--- src/rtl/lif_spike_monitor_pkg.sv ---
// Shared types and constants for the LIF spike monitor: state width, default
// counter widths and the ISI measurement state encoding.
package lif_spike_monitor_pkg;

    localparam int STATE_W   = 8;
    localparam int CNT_W_DEF = 8;
    localparam int ISI_W_DEF = 16;

    typedef enum logic [0:0] {
        S_IDLE  = 1'b0,
        S_ARMED = 1'b1
    } isi_state_t;

    function automatic logic [STATE_W-1:0] max_state(input logic [STATE_W-1:0] a,
                                                     input logic [STATE_W-1:0] b);
        return (a > b) ? a : b;
    endfunction

endpackage

--- src/rtl/lif_spike_monitor_if.sv ---
// Neuron-to-monitor bundle: neuron spike/state in, rate/peak/ISI reports out.
interface lif_spike_monitor_if
    import lif_spike_monitor_pkg::*;
#(
    parameter int CNT_W = CNT_W_DEF,
    parameter int ISI_W = ISI_W_DEF
);
    logic               ena;
    logic               spike_in;
    logic [STATE_W-1:0] state_in;
    logic [CNT_W-1:0]   rate_out;
    logic [STATE_W-1:0] peak_out;
    logic               rate_valid;
    logic [ISI_W-1:0]   isi_out;
    logic               isi_valid;

    modport master (
        output ena, spike_in, state_in,
        input  rate_out, peak_out, rate_valid, isi_out, isi_valid
    );

    modport slave (
        input  ena, spike_in, state_in,
        output rate_out, peak_out, rate_valid, isi_out, isi_valid
    );
endinterface

--- src/rtl/lif_spike_monitor_sat_counter.sv ---
// Saturating up-counter with clear, load-to-one and increment (that priority).
module lif_spike_monitor_sat_counter #(
    parameter int W = 8
) (
    input  logic         i_clk,
    input  logic         i_reset,
    input  logic         i_clr,
    input  logic         i_load1,
    input  logic         i_inc,
    output logic [W-1:0] o_q
);
    logic [W-1:0] r_q;

    // Counter register: sticks at all-ones instead of wrapping.
    always_ff @(posedge i_clk) begin
        if (i_reset) begin
            r_q <= '0;
        end else if (i_clr) begin
            r_q <= '0;
        end else if (i_load1) begin
            r_q <= W'(1'b1);
        end else if (i_inc && (r_q != {W{1'b1}})) begin
            r_q <= r_q + W'(1'b1);
        end else begin
            r_q <= r_q;
        end
    end

    assign o_q = r_q;
endmodule

--- src/rtl/lif_spike_monitor.sv ---
// Spike monitor: per-window spike rate and peak membrane state, plus the
// interval between the last two spike events, all as registered reports.
module lif_spike_monitor
    import lif_spike_monitor_pkg::*;
#(
    parameter int unsigned WINDOW_CYCLES = 24'd10_000_000,
    parameter int          CNT_W         = CNT_W_DEF,
    parameter int          ISI_W         = ISI_W_DEF
) (
    input  logic                i_clk,
    input  logic                i_reset,
    lif_spike_monitor_if.slave  bus
);
    localparam int              WIN_W    = (WINDOW_CYCLES > 1) ? $clog2(WINDOW_CYCLES) : 1;
    localparam logic [WIN_W-1:0] WIN_LAST = WIN_W'(WINDOW_CYCLES - 1);

    logic               r_spike_q;
    logic [WIN_W-1:0]   r_win_cnt;
    logic [STATE_W-1:0] r_peak;
    isi_state_t         r_isi_state;
    isi_state_t         w_isi_state_next;
    logic [CNT_W-1:0]   w_spk_cnt;
    logic [ISI_W-1:0]   w_isi_cnt;
    logic               w_event;
    logic               w_terminal;
    logic               w_isi_load1;
    logic               w_isi_inc;
    logic               w_isi_capture;
    logic [CNT_W-1:0]   w_rate_next;
    logic [STATE_W-1:0] w_peak_next;
    logic [CNT_W-1:0]   r_rate_out;
    logic [STATE_W-1:0] r_peak_out;
    logic               r_rate_valid;
    logic [ISI_W-1:0]   r_isi_out;
    logic               r_isi_valid;

    // The edge reference tracks spike_in even while disabled, so an edge seen during ena=0 is lost.
    assign w_event     = bus.ena & bus.spike_in & ~r_spike_q;
    assign w_terminal  = bus.ena & (r_win_cnt == WIN_LAST);
    assign w_peak_next = max_state(r_peak, bus.state_in);
    assign w_rate_next = (w_event && (w_spk_cnt != {CNT_W{1'b1}})) ?
                         (w_spk_cnt + CNT_W'(1'b1)) : w_spk_cnt;

    lif_spike_monitor_sat_counter #(.W(CNT_W)) u_spk_cnt (
        .i_clk   (i_clk),
        .i_reset (i_reset),
        .i_clr   (w_terminal),
        .i_load1 (1'b0),
        .i_inc   (w_event),
        .o_q     (w_spk_cnt)
    );

    lif_spike_monitor_sat_counter #(.W(ISI_W)) u_isi_cnt (
        .i_clk   (i_clk),
        .i_reset (i_reset),
        .i_clr   (1'b0),
        .i_load1 (w_isi_load1),
        .i_inc   (w_isi_inc),
        .o_q     (w_isi_cnt)
    );

    // Edge reference, window position and running peak.
    always_ff @(posedge i_clk) begin
        if (i_reset) begin
            r_spike_q <= 1'b0;
            r_win_cnt <= '0;
            r_peak    <= '0;
        end else begin
            r_spike_q <= bus.spike_in;
            if (w_terminal) begin
                r_win_cnt <= '0;
                r_peak    <= '0;
            end else if (bus.ena) begin
                r_win_cnt <= r_win_cnt + WIN_W'(1'b1);
                r_peak    <= w_peak_next;
            end else begin
                r_win_cnt <= r_win_cnt;
                r_peak    <= r_peak;
            end
        end
    end

    // ISI state register.
    always_ff @(posedge i_clk) begin
        if (i_reset) begin
            r_isi_state <= S_IDLE;
        end else begin
            r_isi_state <= w_isi_state_next;
        end
    end

    // ISI next state: the first event only arms; later events report and restart at 1.
    always_comb begin
        w_isi_state_next = r_isi_state;
        w_isi_load1      = 1'b0;
        w_isi_inc        = 1'b0;
        w_isi_capture    = 1'b0;
        case (r_isi_state)
            S_IDLE: begin
                if (w_event) begin
                    w_isi_state_next = S_ARMED;
                    w_isi_load1      = 1'b1;
                end else begin
                    w_isi_state_next = S_IDLE;
                end
            end
            S_ARMED: begin
                if (w_event) begin
                    w_isi_load1   = 1'b1;
                    w_isi_capture = 1'b1;
                end else if (bus.ena) begin
                    w_isi_inc = 1'b1;
                end else begin
                    w_isi_inc = 1'b0;
                end
            end
            default: begin
                w_isi_state_next = S_IDLE;
            end
        endcase
    end

    // Report registers: data holds between one-cycle strobes.
    always_ff @(posedge i_clk) begin
        if (i_reset) begin
            r_rate_out   <= '0;
            r_peak_out   <= '0;
            r_rate_valid <= 1'b0;
            r_isi_out    <= '0;
            r_isi_valid  <= 1'b0;
        end else begin
            r_rate_valid <= w_terminal;
            r_isi_valid  <= w_isi_capture;
            if (w_terminal) begin
                r_rate_out <= w_rate_next;
                r_peak_out <= w_peak_next;
            end else begin
                r_rate_out <= r_rate_out;
                r_peak_out <= r_peak_out;
            end
            if (w_isi_capture) begin
                r_isi_out <= w_isi_cnt;
            end else begin
                r_isi_out <= r_isi_out;
            end
        end
    end

    assign bus.rate_out   = r_rate_out;
    assign bus.peak_out   = r_peak_out;
    assign bus.rate_valid = r_rate_valid;
    assign bus.isi_out    = r_isi_out;
    assign bus.isi_valid  = r_isi_valid;
endmodule

--- src/flat_wrapper.sv ---
// flat-port wrapper written by rule: the top's interface ports become plain ports
module lif_spike_monitor_flat import lif_spike_monitor_pkg::*;
#(
    parameter int unsigned WINDOW_CYCLES = 24'd10_000_000,
    parameter int          CNT_W         = CNT_W_DEF,
    parameter int          ISI_W         = ISI_W_DEF
)
  (i_clk, i_reset, bus_ena, bus_spike_in, bus_state_in, bus_rate_out, bus_peak_out, bus_rate_valid, bus_isi_out, bus_isi_valid);
  lif_spike_monitor_if #(.CNT_W(CNT_W), .ISI_W(ISI_W)) bus_i ();
  input  logic i_clk;
  input  logic i_reset;
  input wire logic [$bits(bus_i.ena)-1:0] bus_ena;
  input wire logic [$bits(bus_i.spike_in)-1:0] bus_spike_in;
  input wire logic [$bits(bus_i.state_in)-1:0] bus_state_in;
  output wire logic [$bits(bus_i.rate_out)-1:0] bus_rate_out;
  output wire logic [$bits(bus_i.peak_out)-1:0] bus_peak_out;
  output wire logic [$bits(bus_i.rate_valid)-1:0] bus_rate_valid;
  output wire logic [$bits(bus_i.isi_out)-1:0] bus_isi_out;
  output wire logic [$bits(bus_i.isi_valid)-1:0] bus_isi_valid;
  assign bus_i.ena = bus_ena;
  assign bus_i.spike_in = bus_spike_in;
  assign bus_i.state_in = bus_state_in;
  assign bus_rate_out = bus_i.rate_out;
  assign bus_peak_out = bus_i.peak_out;
  assign bus_rate_valid = bus_i.rate_valid;
  assign bus_isi_out = bus_i.isi_out;
  assign bus_isi_valid = bus_i.isi_valid;
  lif_spike_monitor #(.WINDOW_CYCLES(WINDOW_CYCLES), .CNT_W(CNT_W), .ISI_W(ISI_W)) u_core (.i_clk(i_clk), .i_reset(i_reset), .bus(bus_i));
endmodule
--- config.mk ---
export PLATFORM = sky130hd
export DESIGN_NAME = lif_spike_monitor_flat
export DESIGN_NICKNAME = d
export VERILOG_FILES = /design/src/rtl/lif_spike_monitor_pkg.sv /design/src/rtl/lif_spike_monitor_if.sv /design/src/rtl/lif_spike_monitor_sat_counter.sv /design/src/rtl/lif_spike_monitor.sv /design/src/flat_wrapper.sv
export SDC_FILE = /design/constraint.sdc
export NUM_CORES = 1
export LEC_CHECK = 0
export CORE_UTILIZATION = 45
export DETAILED_ROUTE_END_ITERATION = 8
export GPL_ROUTABILITY_DRIVEN = 0
export HOLD_SLACK_MARGIN = 0.15
export PLACE_DENSITY = 0.65
export SETUP_SLACK_MARGIN = 0.15
export SYNTH_ARGS = -nofsm -noshare
export SYNTH_HDL_FRONTEND = slang
export SYNTH_HIERARCHICAL = 1
export SYNTH_SLANG_ARGS = --single-unit
--- constraint.sdc ---
create_clock -name i_clk -period 3.2 [get_ports i_clk]
set_input_delay 0.96 -clock i_clk [delete_from_list [all_inputs] [get_ports i_clk]]
set_output_delay 0.96 -clock i_clk [all_outputs]
set_load 0.02 [all_outputs]
==> results of run 1 <==
worst max-delay path: stages:
cell	delay, ps
clkdlybuf4s50_1	500
inv_1	50
ha_1	320
nand4_1	240
nor2_1	380
nor2b_2	210
o31ai_1	310
a21oi_1	100
cells by family after synthesis:
family          count (synthesis)  synth area share (%)
flops                          92                  40.8
simple gates                  234                  27.9
fa+ha+maj                      12                  3.32
other cells                     1                0.0830
buf+inv                        39                  4.24
compound gates                121                  17.2
xor+xnor                       26                  5.04
mux                             6                  1.39
path summary, 6_finish.rpt:
check	startpoint	endpoint	slack, ps
max	bus_state_in[7]	u_core/r_peak[5]	380
min	u_core/bus.isi_out[1]	u_core/bus.isi_out[1]	460
min reg2reg	u_core/bus.isi_out[1]	u_core/bus.isi_out[1]	460
max reg2reg	u_core/r_peak[7]	u_core/r_peak[5]	1190
cell type report:
type                    count  area share, %
clock inverters             5           2.01
inverters                  12          0.830
flip-flops and latches     92           33.9
clock buffers              11           2.42
repair buffers             65           11.3
well taps                 133           3.07
multi-input cells         407           46.4
metrics by stage:
step	instance area (um^2)	setup TNS [ps]	std cells	power (mW)	worst slack, ps
finish	5430	0	725	2.27	379
global route	5430	0	725	2.36	245
detailed placement	5180	-2070	709	1.35	-185
global placement	5180	-1150	709	1.34	-110
floorplan	4540	0	538	1.29	675
CTS	5420	0	725	2.29	233
sequential cells by signal, indices dropped and copies added, names as in the netlist:
register / cells
u_core/bus.isi_valid: 1
u_core/bus.isi_out: 16
u_core/bus.rate_out: 8
u_core/r_peak: 8
u_core/r_isi_state: 1
u_core/u_spk_cnt/o_q: 8
u_core/bus.rate_valid: 1
u_core/bus.peak_out: 8
u_core/r_win_cnt: 24
u_core/u_isi_cnt/o_q: 16
u_core/r_spike_q: 1
power by group:
group	switching [mW]	internal [mW]
Combinational	0.0881	0.0644
Clock	0.419	0.525
Sequential	0.0139	1.16
Total	0.521	1.75
routing by layer:
metal	share of wire [%]	GRT usage, %
met3	3.8	4.24
met1	46	26.0
met5	0	0
met4	1.3	6.04
met2	49	35.5
placed cells by master, fill, tap and decap left out, drive strengths merged, types with 9 or more instances in the layout:
| cell | synthesis | routed |
|---|---|---|
| clkbuf | 14 | 11 |
| dfxtp | 92 | 92 |
| nand2 | 65 | 65 |
| nand3 | 32 | 32 |
| a31oi | 10 | 10 |
| o31ai | 11 | 11 |
| nor2 | 43 | 43 |
| nor3 | 14 | 14 |
| clkdlybuf4s50 | 0 | 45 |
| buf | 13 | 20 |
| ha | 12 | 12 |
| inv | 12 | 13 |
| o21ai | 20 | 20 |
| xnor2 | 9 | 9 |
| a21oi | 45 | 45 |
| xor2 | 17 | 17 |
| nand4 | 28 | 28 |
| and3 | 10 | 10 |
repair_timing:
action	4_1_cts	5_1_grt
gates resized for setup	0	2
setup endpoints to repair	0	15
hold buffers	0	0
==> results_dict.tcl, run 1 <==
set metrics [dict create \
    vdd_drop_max_mv 0.263 \
    final_layout_size_suffix_gt1_share_pct 9.29 \
    chipHeight_um 102 \
    cts_setup_buffers 0 \
    grt_max_degree 27 \
    first_iter_violations 111 \
    yosysWarningCount 6 \
    num_antenna_cells 0 \
    setup_viol 0 \
    rows 36 \
    vias 4057 \
    status "finished, final reports clean" \
    r2r_cells 6 \
    htreeDepth 3 \
    clockBufferDepth 2 \
    avgSynthCellArea_um2 8.51 \
    async_flop_share_pct 0 \
    dpl.hpwl_um 7120 \
    synth_top_area_cell "dfxtp_1" \
    cap_violations 0 \
    crit_type "input pin to register" \
    drc_errors 0 \
    synthTopCellsByCount "92 x dfxtp_1, 65 x nand2_1, 45 x a21oi_1, 43 x nor2_1, 31 x nand3_1" \
    ys_types 61 \
    io_buffers 45 \
    fin_crit_sh_pct 88.1 \
    first_pass_iters 4 \
    synth_ff_type "dfxtp_1" \
    grt_pass1_wl_um 17000 \
    antenna_found_initial 0 \
    cts_sinks 92 \
    grt-ovfl-total 0 \
    syn-cell-area_mm2 0.00452 \
    n_fill_cell 951 \
    register_area_mm2 0.00184 \
    tritoncts "done" \
    multi_input_area_mm2 0.00252 \
    clk_pin_slew_ps 90 \
    yosysMostFrequentCell "dfxtp_1" \
    synthTopCellsByArea "dfxtp_1 41%, nand2_1 5.4%, a21oi_1 5.0%" \
    relSlewSlack_pct 55.8 \
    die_area_mm2 0.0104 \
    period_needed_ps 2820 \
    synth_top_area_share_pct 40.8 \
    drt-wirelength-per-cell_um 14.0 \
    power_density_mw_per_mm2 418 \
    synth_cells 531 \
    ant_nets 0 \
    leakagePower_nw 1.95 \
    crit_path_end_kind "register" \
    tightest_slew_ps 657 \
    coreArea_mm2 0.00973 \
    hold_violations 0 \
    grtUsageTotal_pct 20.6 \
    grt_setup_unrepaired "false" \
    seq_area_frac_synth_pct 40.8 \
    finalClockSkew_ps 8.99 \
    synth_edf_count 0 \
    insertion_delay_ps 360 \
    routed_wl_um 10200 \
    initial_core_util_pct 46.4 \
    syn2layout_area_growth_pct 20.1 \
    min-delay-path-class "register to register" \
    crit_path_start_kind "input pin" \
    report.final.slew_viol_count 0 \
    worstPathArrival_ps 3070 \
    grt_pass1_vias 3716 \
    critical_path.max_fanout 16 \
    viasPerCell 5.60 \
    cts_root_buf "clkbuf_8" \
    fmax_mhz 355 \
    ys_ff_latch 92 \
    die_width_um 102 \
    crit_required_ps 3450 \
    pin_count 46 \
    utilization_pct 55.8 \
    numCtsBuffers 9 \
    timing.hold.ws_ps 456 \
    hold_depth 2 \
    final_nets 611 \
]
Power figures use the tool's default switching activity.
==> run 2: changes to the inputs <==
CELL_PAD_IN_SITES_DETAIL_PLACEMENT = 0   (was not set)
CELL_PAD_IN_SITES_GLOBAL_PLACEMENT = 1   (was not set)
CORE_UTILIZATION = 40   (was 45)
PLACE_DENSITY = 0.74   (was 0.65)
==> results_dict.tcl, run 2 (synthesis gave the netlist of run 1 again) <==
set metrics [dict create \
    fmax_mhz 346 \
    timing.hold.ws_ps 452 \
    final_layout_size_suffix_gt1_share_pct 9.29 \
    cts_sinks 92 \
    initial_core_util_pct 41.3 \
    path_cells "clkdlybuf4s50_1 > inv_1 > ha_1 > nand4_1 > nor2_1 > a211o_1 > buf_4 > nand3_1 > a31oi_1" \
    grt_setup_unrepaired "false" \
    viasPerCell 5.57 \
    insertion_delay_ps 340 \
    utilization_pct 50.3 \
    io_buffers 45 \
    pwr-share-comb_pct 6.6 \
    critPathTopFamily "simple AND/OR/NAND/NOR gates" \
    drt-wirelength-per-cell_um 14.3 \
    crit_path_end_kind "register" \
    largest_reg_flops 24 \
    rrSetupSlack_ps 1130 \
    die_width_um 108 \
    ant_nets 0 \
    cts_root_buf "clkbuf_16" \
    crit_type "input pin to register" \
    vias 4079 \
    first_pass_iters 4 \
    grtUsageTotal_pct 19.2 \
    p_sw_share_pct 22.1 \
    layout_commonest_cell "dfxtp_1" \
    first_iter_violations 154 \
    power.share.clock_pct 43.1 \
    grt_pass1_wl_um 17700 \
    grt.met1_usage_pct 24.8 \
    die_area_mm2 0.0117 \
    final_nets 613 \
    hold_start "u_core/bus.isi_out[5]" \
    min-delay-path-class "register to register" \
    period_needed_ps 2890 \
    crit_required_ps 3470 \
    drc_errors 0 \
    slowest_delay_ps 510 \
    grt_pass1_vias 3715 \
    dpl.hpwl_um 7350 \
    antenna_found_initial 0 \
    vdd_drop_max_mv 0.340 \
    rr_startpoint "u_core/r_peak[7]" \
    crit_buf_inv 3 \
    cpMaxStageDelayCell "clkdlybuf4s50_1" \
    worstPathArrival_ps 3160 \
    coreArea_mm2 0.0109 \
    report.final.slew_viol_count 0 \
    seq_power_share_pct 50.2 \
    setup_viol 0 \
    use_met3_pct 5.06 \
    power_density_mw_per_mm2 425 \
    finalClockSkew_ps 6.33 \
    status "finished, final reports clean" \
    grt_busiest_layer "met2" \
    power.internal_mw 1.82 \
    grt-ovfl-total 0 \
    holdPathEnd "u_core/bus.isi_out[5]" \
    syn2layout_area_growth_pct 21.8 \
    rows 38 \
    cts_hold_buf 0 \
    cap_violations 0 \
    numCtsBuffers 9 \
    leakagePower_nw 1.99 \
    p_switching_uw 515 \
    total_power_mw 2.34 \
    htreeDepth 3 \
    hold_violations 0 \
    critical_path.max_fanout 16 \
    routed_wl_um 10500 \
    r2r-end "u_core/bus.peak_out[1]" \
    crit_path_start_kind "input pin" \
    r2r_cells 7 \
    clockBufferDepth 2 \
    pin_count 46 \
    met2_usage_pct 31.3 \
    fin_crit_sh_pct 90.3 \
    grt_max_degree 32 \
    relSlewSlack_pct 52.1 \
    layout_common_cells "92 x dfxtp_1, 65 x nand2_1, 45 x clkdlybuf4s50_1, 45 x a21oi_1, 43 x nor2_1" \
    clk_pin_slew_ps 60 \
    tightest_slew_ps 711 \
    tritoncts "done" \
    largest_register "u_core/r_win_cnt" \
    fin_setup_tns_ps 0 \
    num_antenna_cells 0 \
    hold_depth 2 \
    chipHeight_um 108 \
]
run 2: area by class of cell:
cell class,count,area [um^2]
tap,140,175
clock buffer,11,233
fill,1054,5440
sequential,92,1840
timing repair buffer,67,641
multi-input combinational,407,2520
inverter,12,45.0
clock inverter,3,40.0
run 2: per-stage QoR:
step / std cells / area [um^2] / setup WS, ps
floorplan: 538 / 4540 / 675
global placement: 717 / 5190 / -107
detailed placement: 717 / 5190 / -171
CTS: 731 / 5470 / 183
global route: 732 / 5500 / 132
finish: 732 / 5500 / 311
run 2: metal layers:
metal  routed length (um)  share of wire, %  up-vias
met5                    0                 0        -
met2                 4960                47       75
met4                  119               1.1        0
met3                  430               4.1        7
li1                     -                 -     2059
met1                 4970                47     1938
run 2: worst max-delay path by stage:
stage / cells after the start / endpoint / startpoint / slack, ps
after CTS: 8 / u_core/bus.peak_out[0] / bus_state_in[5] / 180
final: 9 / u_core/bus.peak_out[1] / bus_state_in[5] / 310
after floorplan: 7 / u_core/u_spk_cnt/o_q[6] / bus_ena / 680
after global placement: 8 / u_core/bus.peak_out[5] / bus_state_in[5] / -110
after detailed placement: 8 / u_core/bus.peak_out[0] / bus_state_in[7] / -170
after global routing: 9 / u_core/r_peak[6] / bus_state_in[5] / 130
run 2: what timing repair did:
item / in CTS / in global routing
setup buffers: 0 / 1
gates resized for setup: 0 / 3
endpoints found under the hold margin: 0 / 0
endpoints found under the setup margin: 0 / 16
run 2: tightest hold or removal path, delay by kind of cell, from the launching register on:
kind / cells / cell delay (ps)
simple gates: 1 / 50
compound gates: 1 / 50
flops: 1 / 310
run 2: power groups by stage:
stage	Combinational (mW)	Clock, mW	Sequential [mW]
after floorplan	0.0970	0	1.19
after global placement	0.150	0	1.20
after detailed placement	0.152	0	1.20
after CTS	0.153	1.04	1.17
after global routing	0.175	1.09	1.17
final	0.155	1.01	1.17
